[src/rtl/csr_trap_unit_pkg.sv]
// rtl/csr_trap_unit_pkg.sv - CSR addresses, bit positions and trap FSM state encoding
package csr_trap_unit_pkg;

    // Machine-mode CSR addresses
    localparam logic [11:0] CSR_MSTATUS  = 12'h300;
    localparam logic [11:0] CSR_MIE      = 12'h304;
    localparam logic [11:0] CSR_MTVEC    = 12'h305;
    localparam logic [11:0] CSR_MSCRATCH = 12'h340;
    localparam logic [11:0] CSR_MEPC     = 12'h341;
    localparam logic [11:0] CSR_MCAUSE   = 12'h342;
    localparam logic [11:0] CSR_MTVAL    = 12'h343;
    localparam logic [11:0] CSR_MIP      = 12'h344;

    // Exception code of the machine external interrupt; the interrupt flag
    // (MSB) is added by the top where XLEN is known.
    localparam logic [3:0] CAUSE_MEI = 4'd11;

    // Bit positions inside the status / enable / pending words
    localparam int MSTATUS_MIE_BIT  = 3;
    localparam int MSTATUS_MPIE_BIT = 7;
    localparam int MSTATUS_MPP_LSB  = 11;
    localparam int MIE_MEIE_BIT     = 11;
    localparam int MIP_MEIP_BIT     = 11;

    // Only machine mode exists, so MPP is hard-wired
    localparam logic [1:0] MPP_MACHINE = 2'b11;

    typedef enum logic {
        ST_IDLE     = 1'b0,
        ST_REDIRECT = 1'b1
    } trap_state_e;

endpackage

[src/rtl/csr_trap_unit_trap_fsm.sv]
// rtl/csr_trap_unit_trap_fsm.sv - trap sequencer: arbitration and pipeline control requests
module trap_fsm
    import csr_trap_unit_pkg::*;
(
    input  logic i_clk,
    input  logic i_rst,
    input  logic i_trap_req,
    input  logic i_irq_pending,
    input  logic i_mret,
    output logic o_take_exc,
    output logic o_take_irq,
    output logic o_take_mret,
    output logic o_pc_stall,
    output logic o_trap_flush,
    output logic o_redirect_valid
);

    trap_state_e state_q, state_d;

    // State register; reset abandons any redirect in flight
    always_ff @(posedge i_clk) begin
        if (i_rst) begin
            state_q <= ST_IDLE;
        end else begin
            state_q <= state_d;
        end
    end

    // Priority: exception > interrupt > mret; nothing is accepted while redirecting
    always_comb begin
        state_d          = state_q;
        o_take_exc       = 1'b0;
        o_take_irq       = 1'b0;
        o_take_mret      = 1'b0;
        o_pc_stall       = 1'b0;
        o_trap_flush     = 1'b0;
        o_redirect_valid = 1'b0;
        case (state_q)
            ST_IDLE: begin
                if (i_trap_req) begin
                    o_take_exc = 1'b1;
                end else if (i_irq_pending) begin
                    o_take_irq = 1'b1;
                end else if (i_mret) begin
                    o_take_mret = 1'b1;
                end
                if (o_take_exc || o_take_irq) begin
                    o_pc_stall = 1'b1;
                    state_d    = ST_REDIRECT;
                end
            end
            ST_REDIRECT: begin
                o_trap_flush     = 1'b1;
                o_redirect_valid = 1'b1;
                state_d          = ST_IDLE;
            end
            default: state_d = ST_IDLE;
        endcase
    end

endmodule

[src/rtl/csr_trap_unit.sv]
// rtl/csr_trap_unit.sv - machine-mode CSR file with trap entry and mret state updates
module csr_trap_unit
    import csr_trap_unit_pkg::*;
#(
    parameter int          XLEN        = 32,
    parameter logic [31:0] RESET_MTVEC = 32'h0000_0100
) (
    input  logic            i_clk,
    input  logic            i_rst,
    input  logic [11:0]     i_csr_addr_d,
    output logic [XLEN-1:0] o_csr_rdata_d,
    input  logic            i_csr_we_w,
    input  logic [11:0]     i_csr_addr_w,
    input  logic [XLEN-1:0] i_csr_wdata_w,
    input  logic            i_trap_req,
    input  logic [XLEN-1:0] i_trap_cause,
    input  logic [XLEN-1:0] i_trap_pc,
    input  logic [XLEN-1:0] i_trap_tval,
    input  logic            i_ext_irq,
    input  logic            i_mret_e,
    output logic [XLEN-1:0] o_mepc,
    output logic            o_pc_stall,
    output logic            o_trap_flush,
    output logic            o_redirect_valid,
    output logic [XLEN-1:0] o_redirect_pc
);

    // mtvec/mepc are word aligned: the two low bits never hold state
    localparam logic [XLEN-1:0] ALIGN_MASK = ~XLEN'(3);
    localparam logic [XLEN-1:0] MCAUSE_MEI = {1'b1, (XLEN-1)'(CAUSE_MEI)};

    logic            mstatus_mie_q,  mstatus_mie_d;
    logic            mstatus_mpie_q, mstatus_mpie_d;
    logic            mie_meie_q,     mie_meie_d;
    logic [XLEN-1:0] mtvec_q,        mtvec_d;
    logic [XLEN-1:0] mscratch_q,     mscratch_d;
    logic [XLEN-1:0] mepc_q,         mepc_d;
    logic [XLEN-1:0] mcause_q,       mcause_d;
    logic [XLEN-1:0] mtval_q,        mtval_d;

    logic irq_pending;
    logic take_exc;
    logic take_irq;
    logic take_mret;
    logic bypass;

    // Architectural view of mstatus from its two live bits
    function automatic logic [XLEN-1:0] status_word(input logic mie, input logic mpie);
        logic [XLEN-1:0] w;
        w                                        = '0;
        w[MSTATUS_MIE_BIT]                       = mie;
        w[MSTATUS_MPIE_BIT]                      = mpie;
        w[MSTATUS_MPP_LSB+1:MSTATUS_MPP_LSB]     = MPP_MACHINE;
        return w;
    endfunction

    assign irq_pending = mstatus_mie_q & mie_meie_q & i_ext_irq;

    trap_fsm u_trap_fsm (
        .i_clk            (i_clk),
        .i_rst            (i_rst),
        .i_trap_req       (i_trap_req),
        .i_irq_pending    (irq_pending),
        .i_mret           (i_mret_e),
        .o_take_exc       (take_exc),
        .o_take_irq       (take_irq),
        .o_take_mret      (take_mret),
        .o_pc_stall       (o_pc_stall),
        .o_trap_flush     (o_trap_flush),
        .o_redirect_valid (o_redirect_valid)
    );

    // Next CSR state: WB write first, then trap/mret updates override it
    always_comb begin
        mstatus_mie_d  = mstatus_mie_q;
        mstatus_mpie_d = mstatus_mpie_q;
        mie_meie_d     = mie_meie_q;
        mtvec_d        = mtvec_q;
        mscratch_d     = mscratch_q;
        mepc_d         = mepc_q;
        mcause_d       = mcause_q;
        mtval_d        = mtval_q;
        if (i_csr_we_w) begin
            case (i_csr_addr_w)
                CSR_MSTATUS: begin
                    mstatus_mie_d  = i_csr_wdata_w[MSTATUS_MIE_BIT];
                    mstatus_mpie_d = i_csr_wdata_w[MSTATUS_MPIE_BIT];
                end
                CSR_MIE:      mie_meie_d = i_csr_wdata_w[MIE_MEIE_BIT];
                CSR_MTVEC:    mtvec_d    = i_csr_wdata_w & ALIGN_MASK;
                CSR_MSCRATCH: mscratch_d = i_csr_wdata_w;
                CSR_MEPC:     mepc_d     = i_csr_wdata_w & ALIGN_MASK;
                CSR_MCAUSE:   mcause_d   = i_csr_wdata_w;
                CSR_MTVAL:    mtval_d    = i_csr_wdata_w;
                default: ;
            endcase
        end
        if (take_exc || take_irq) begin
            mepc_d         = i_trap_pc & ALIGN_MASK;
            mcause_d       = take_exc ? i_trap_cause : MCAUSE_MEI;
            mtval_d        = take_exc ? i_trap_tval : '0;
            mstatus_mpie_d = mstatus_mie_q;
            mstatus_mie_d  = 1'b0;
        end else if (take_mret) begin
            mstatus_mie_d  = mstatus_mpie_q;
            mstatus_mpie_d = 1'b1;
        end
    end

    // CSR storage
    always_ff @(posedge i_clk) begin
        if (i_rst) begin
            mstatus_mie_q  <= 1'b0;
            mstatus_mpie_q <= 1'b0;
            mie_meie_q     <= 1'b0;
            mtvec_q        <= XLEN'(RESET_MTVEC);
            mscratch_q     <= '0;
            mepc_q         <= '0;
            mcause_q       <= '0;
            mtval_q        <= '0;
        end else begin
            mstatus_mie_q  <= mstatus_mie_d;
            mstatus_mpie_q <= mstatus_mpie_d;
            mie_meie_q     <= mie_meie_d;
            mtvec_q        <= mtvec_d;
            mscratch_q     <= mscratch_d;
            mepc_q         <= mepc_d;
            mcause_q       <= mcause_d;
            mtval_q        <= mtval_d;
        end
    end

    // ID read port; a same-cycle WB write to the same CSR is forwarded in masked form
    always_comb begin
        bypass        = i_csr_we_w && (i_csr_addr_w == i_csr_addr_d);
        o_csr_rdata_d = '0;
        case (i_csr_addr_d)
            CSR_MSTATUS:  o_csr_rdata_d = bypass
                              ? status_word(i_csr_wdata_w[MSTATUS_MIE_BIT], i_csr_wdata_w[MSTATUS_MPIE_BIT])
                              : status_word(mstatus_mie_q, mstatus_mpie_q);
            CSR_MIE:      o_csr_rdata_d[MIE_MEIE_BIT] = bypass ? i_csr_wdata_w[MIE_MEIE_BIT] : mie_meie_q;
            CSR_MIP:      o_csr_rdata_d[MIP_MEIP_BIT] = i_ext_irq;
            CSR_MTVEC:    o_csr_rdata_d = bypass ? (i_csr_wdata_w & ALIGN_MASK) : mtvec_q;
            CSR_MSCRATCH: o_csr_rdata_d = bypass ? i_csr_wdata_w : mscratch_q;
            CSR_MEPC:     o_csr_rdata_d = bypass ? (i_csr_wdata_w & ALIGN_MASK) : mepc_q;
            CSR_MCAUSE:   o_csr_rdata_d = bypass ? i_csr_wdata_w : mcause_q;
            CSR_MTVAL:    o_csr_rdata_d = bypass ? i_csr_wdata_w : mtval_q;
            default: ;
        endcase
    end

    assign o_mepc        = mepc_q;
    assign o_redirect_pc = mtvec_q;

endmodule
[config.mk]
export PLATFORM = sky130hd
export DESIGN_NAME = csr_trap_unit
export DESIGN_NICKNAME = d
export VERILOG_FILES = /design/src/rtl/csr_trap_unit_pkg.sv /design/src/rtl/csr_trap_unit_trap_fsm.sv /design/src/rtl/csr_trap_unit.sv
export SDC_FILE = /design/constraint.sdc
export NUM_CORES = 1
export LEC_CHECK = 0
export CAP_MARGIN = 0
export CELL_PAD_IN_SITES_DETAIL_PLACEMENT = 0
export CELL_PAD_IN_SITES_GLOBAL_PLACEMENT = 1
export CORE_UTILIZATION = 31
export DETAILED_ROUTE_END_ITERATION = 7
export GPL_TIMING_DRIVEN = 0
export HOLD_SLACK_MARGIN = 0.02
export PLACE_DENSITY = 0.8
export SYNTH_ARGS = -nofsm -noshare
export SYNTH_HDL_FRONTEND = slang
export SYNTH_SLANG_ARGS = --single-unit
export TNS_END_PERCENT = 10
[constraint.sdc]
create_clock -name i_clk -period 2.5 [get_ports i_clk]
set_input_delay 0.5 -clock i_clk [delete_from_list [all_inputs] [get_ports i_clk]]
set_output_delay 0.5 -clock i_clk [all_outputs]
set_load 0.1 [all_outputs]
# Word-level counts from Yosys, hierarchy flattened
# Cells that the tools add are included.
# op_classes
eq_ne,16
muxes,43
n_reduce_logical,20
bitwise,3
# op_table
op,n
$mux W32,16
$eq A12 B10 Y1 const B,15
$pmux W20 S6,1
$pmux W11 S6,1
$mux W1,22
$reduce_and A2 Y1,8
$eq A12 B12 Y1,1
$reduce_bool A2 Y1,6
$mux W8,1
$pmux W1 S8,1
$reduce_bool A3 Y1,2
$and A1 B1 Y1,2
$logic_or A1 B1 Y1,2
$pmux W1 S2,1
$reduce_or A2 Y1,1
$logic_and A1 B1 Y1,1
$not A1 Y1,1
# totals
in_bits,158
output_inout_bits,99
word_cells,91
regBits,160

# Depth between registers and ports, before layout
# logic_depth
depth_word,9
ltp_mapped,9
ltp_nobuf,5

# Modules after synthesis
# Synthesis repeated with hierarchy kept, for this count alone.
# hier_totals
cells_unflattened,1049
area_unflattened_um2,8199.1
# by_module_without_submodules
mod,cells_per_inst,instances,seq_area_each_um2,area_per_inst_um2
csr_trap_unit,1041,1,3183.1,8127.8
trap_fsm,8,1,20.0,71.3

# Worst setup path before layout
# Ideal clock, no wire load.
# synth_timing
path_kind,input to output
from,input port i_csr_addr_d[6]
to,output port o_csr_rdata_d[3]
n_path_buf,3
setup_slack_ns,-1.889
arrival_time_ns,3.889
stages,7
path_cell_list,buf_6 xnor2_2 nand4_1 or4_4 buf_6 clkbuf_1 a211oi_1
# synth_between
elab_chain_len,4
# synth_lines
item,line_no,text
from (decl),csr_trap_unit.sv:10,"input logic [11:0] i_csr_addr_d,"
$eq A12 B12 Y1,csr_trap_unit.sv:135,bypass = i_csr_we_w && (i_csr_addr_w == i_csr_addr_d);
$logic_and A1 B1 Y1,csr_trap_unit.sv:135,
"$mux W32, or another cell as far along",csr_trap_unit.sv:147,CSR_MTVAL: o_csr_rdata_d = bypass ? i_csr_wdata_w : mtval_q;
$pmux W11 S6 (*),csr_trap_unit.sv:137,case (i_csr_addr_d)
to (decl),csr_trap_unit.sv:11,"output logic [XLEN-1:0] o_csr_rdata_d,"
# Mark *: on every way between the ends. The rest lies on a longest branch, timed or not.

# Worst setup path after layout
# layout_timing
from,input port i_csr_addr_d[0]
to,output port o_csr_rdata_d[20]
# layout_between
elab_chain_len,4
# layout_lines
item,line_no
$eq A12 B12 Y1,csr_trap_unit.sv:135
$logic_and A1 B1 Y1,csr_trap_unit.sv:135
$mux W32 (on tied branches),-
$pmux W20 S6 (*),csr_trap_unit.sv:137
# Marks and branches as above.

==> impl_metrics.ini <==
[drt]
drtAntennaViolNets = 0
drt_pass1_iterations = 8
detail_route.vias_per_cell = 5.78
routed-via-count = 9760
route.detailed.wl_per_inst_um = 24.5
dr.first_iter.drc_count = 886
finalWirelength_um = 41300
remaining_drc_errors = 18

[clocking]
cts.reportedPaths.clkPinSlew_ns = 0.07
clock_latency_on_the_worst_skew_pair_ns = 0.44
cts_htree_levels = 4
cts_buffer_depth = 2
cts.hold.buffers_added = 0
cts_tree = yes
cts-buffers-inserted = 17
clockRootBuffer = clkbuf_16
cts_sinks = 160

[floorplanning]
fp.dieW_um = 166
initial_utilization_pct = 31.8
std_cell_rows = 59
pin_count = 257
dieHeight_um = 166
core_region_area_um2 = 26300
die_area_um2 = 27700

[layout]
area_growth_pct = 57.7
post_route_cells_drive_above_1_share_pct = 19.7
antenna_cells_inserted = 0
final_cell_area_um2 = 13200
multiInputGateArea_um2 = 5330
fillerInstances = 2499
final_core_utilization_pct = 50.2
layout_commonest_cell = nand2_1
non_filler_instance_count_after_layout = 1688
layout.cells.most_common_list = nand2_1, dfxtp_1, clkdlybuf4s50_1, nor2_1, a21oi_1
nets = 1498
register_area_um2 = 3210

[placement]
placement.cell_area_um2 = 11500
place.detailed.hpwl_um = 29200
placed_cells = 1640
place_congestion = 0.907
buffer_ports.inserted = 246

[global_route]
initial_antenna_violation_count = 0
grt_pass1_vias = 9423
pin_count_of_the_biggest_net_entering_global_routing = 17
grt_first_pass_wirelength_um = 60400
global_route_usage_over_all_layers_pct = 29.5
grt.overflow.total = 0

[synth]
yosys_warnings = 0
post_synthesis_sequential_area_ratio_pct = 38.3
async_reset_ff_share_pct = 0
ys_dominant_reg_cell = dfxtp_1
post_synth_num_cell_types = 56
syn-instance-count = 1056
synth_area_um2 = 8370
synth-edff-count = 0
synthesis.area_per_instance_um2 = 7.93
synth_seq_cells = 160

[timing]
final-setup-viol-count = 32
skew_ns = 0.00921
rsz0062_at_grt = yes
slew-limit-headroom_pct = 28.1
tightestPinTransition_ns = 1.08
final_max_slew_viol_count = 0
max_freq_mhz = 350
final_min_period_over_clock_period_pct = 114
fin_worst_hold_slack_ns = 0.451
layout_min_cycle_time_ns = 2.86
final_hold_viol_count = 0
timing.final.ws_setup_ns = -0.356

[critical_path]
crit_arrival_ns = 2.36
critical_path.endpoint_type = primary output
timing.critical_path.required_ns = 2.00
critPathMaxFanout = 10
worst_setup_path_start_kind = primary input
setup.worst_path.class = primary input to primary output

[pwr]
report.power.total_uw = 6900
ir_worst_vdd_mv = 0.441
static-leakage-power_uw = 0.00509
p_per_area_nw_per_um2 = 522

[run_status]
run_status = finished, violations left
failed_checks = DRC, setup timing

[hold_path]
min_path_type = register to register

[job]
max_cap_viol_count = 0
-- registers in the layout, indices dropped and copies added (netlist names) --
signal and flops:
mcause_q 32, mscratch_q 32, mtval_q 32, o_mepc 30, o_redirect_pc 30, mie_meie_q 1
mstatus_mie_q 1, mstatus_mpie_q 1, u_trap_fsm.state_q 1
-- final timing paths --
path / startpoint / to / slack (ns) / depth (start not counted)
setup / recovery: i_csr_addr_d[0] / o_csr_rdata_d[20] / -0.36 / 9
hold / removal: mscratch_q[6] / mscratch_q[6] / 0.45 / 2
setup reg to reg: mstatus_mie_q / o_mepc[19] / 0.30 / 7
hold reg to reg: mscratch_q[6] / mscratch_q[6] / 0.45 / 2
-- where the power goes --
part / switching, uW / internal, uW / total (uW) / leakage, uW
Combinational: 937 / 538 / 1470 / 0.00350
Clock: 1170 / 1490 / 2660 / 0.000277
Sequential: 84.8 / 2680 / 2760 / 0.00131
-- critical path, stage by stage --
cell	delay, ns
buf_4	0.15
xnor2_2	0.12
nand2_1	0.06
or4_4	0.61
buf_12	0.18
clkbuf_4	0.25
a21oi_2	0.21
a21oi_4	0.06
buf_12	0.19
-- logic make-up after synthesis --
| group | Yosys count | share of synthesized area (%) |
|---|---|---|
| multiplexers | 59 | 7.73 |
| flip-flops | 160 | 38.3 |
| other | 1 | 0.0448 |
| AO/OA/AOI/OAI | 317 | 26.0 |
| XOR/XNOR | 12 | 1.35 |
| AND/OR/NAND/NOR | 403 | 21.1 |
| buffers and inverters | 104 | 5.56 |
-- synth_stat cells (all sizes together), types with 12 or more instances --
master	n	area share [%]
a211oi	62	5.6
a21oi	104	6.2
a221oi	16	1.7
a22oi	64	5.7
a311oi	30	3.1
buf	39	2.6
clkbuf	62	2.8
dfxtp	160	38
mux2	25	3.4
mux2i	32	3.8
nand2	210	9.4
nand3	15	0.90
nor2	122	5.5
o21ai	15	0.94
xnor2	12	1.3
-- per-layer routing --
layer | part of all wire (%) | global-route usage, % | wire [um]
met5 | 0 | 0 | 0
met4 | 3.6 | 12.7 | 1490
met3 | 9.7 | 6.79 | 4000
met2 | 46 | 46.9 | 18800
met1 | 41 | 38.2 | 17000
-- per-stage QoR --
step / setup slack [ns] / setup TNS (ns)
2_1_floorplan: -0.525 / -12.28
3_3_place_gp: -2.46 / -139.60
3_5_place_dp: -2.48 / -143.38
4_1_cts: -0.314 / -8.64
5_1_grt: -0.387 / -11.03
6_report: -0.356 / -9.83
-- repair_timing --
action	in CTS	in global routing
endpoints found under the setup margin	107	66
gates cloned	3	0
hold endpoints to repair	0	0
buffers inserted	14	1
pin swaps	43	3
resized for setup	534	30
-- cell type report --
| class | instances | share of cell area (%) |
|---|---|---|
| buffer | 99 | 4.67 |
| clock buffer | 18 | 3.25 |
| clock inverter | 14 | 1.19 |
| inverter | 3 | 0.0853 |
| multi-input combinational | 795 | 40.4 |
| sequential | 160 | 24.3 |
| tap | 335 | 3.18 |
| timing repair buffer | 264 | 22.9 |
Power figures use the tool's default switching activity.
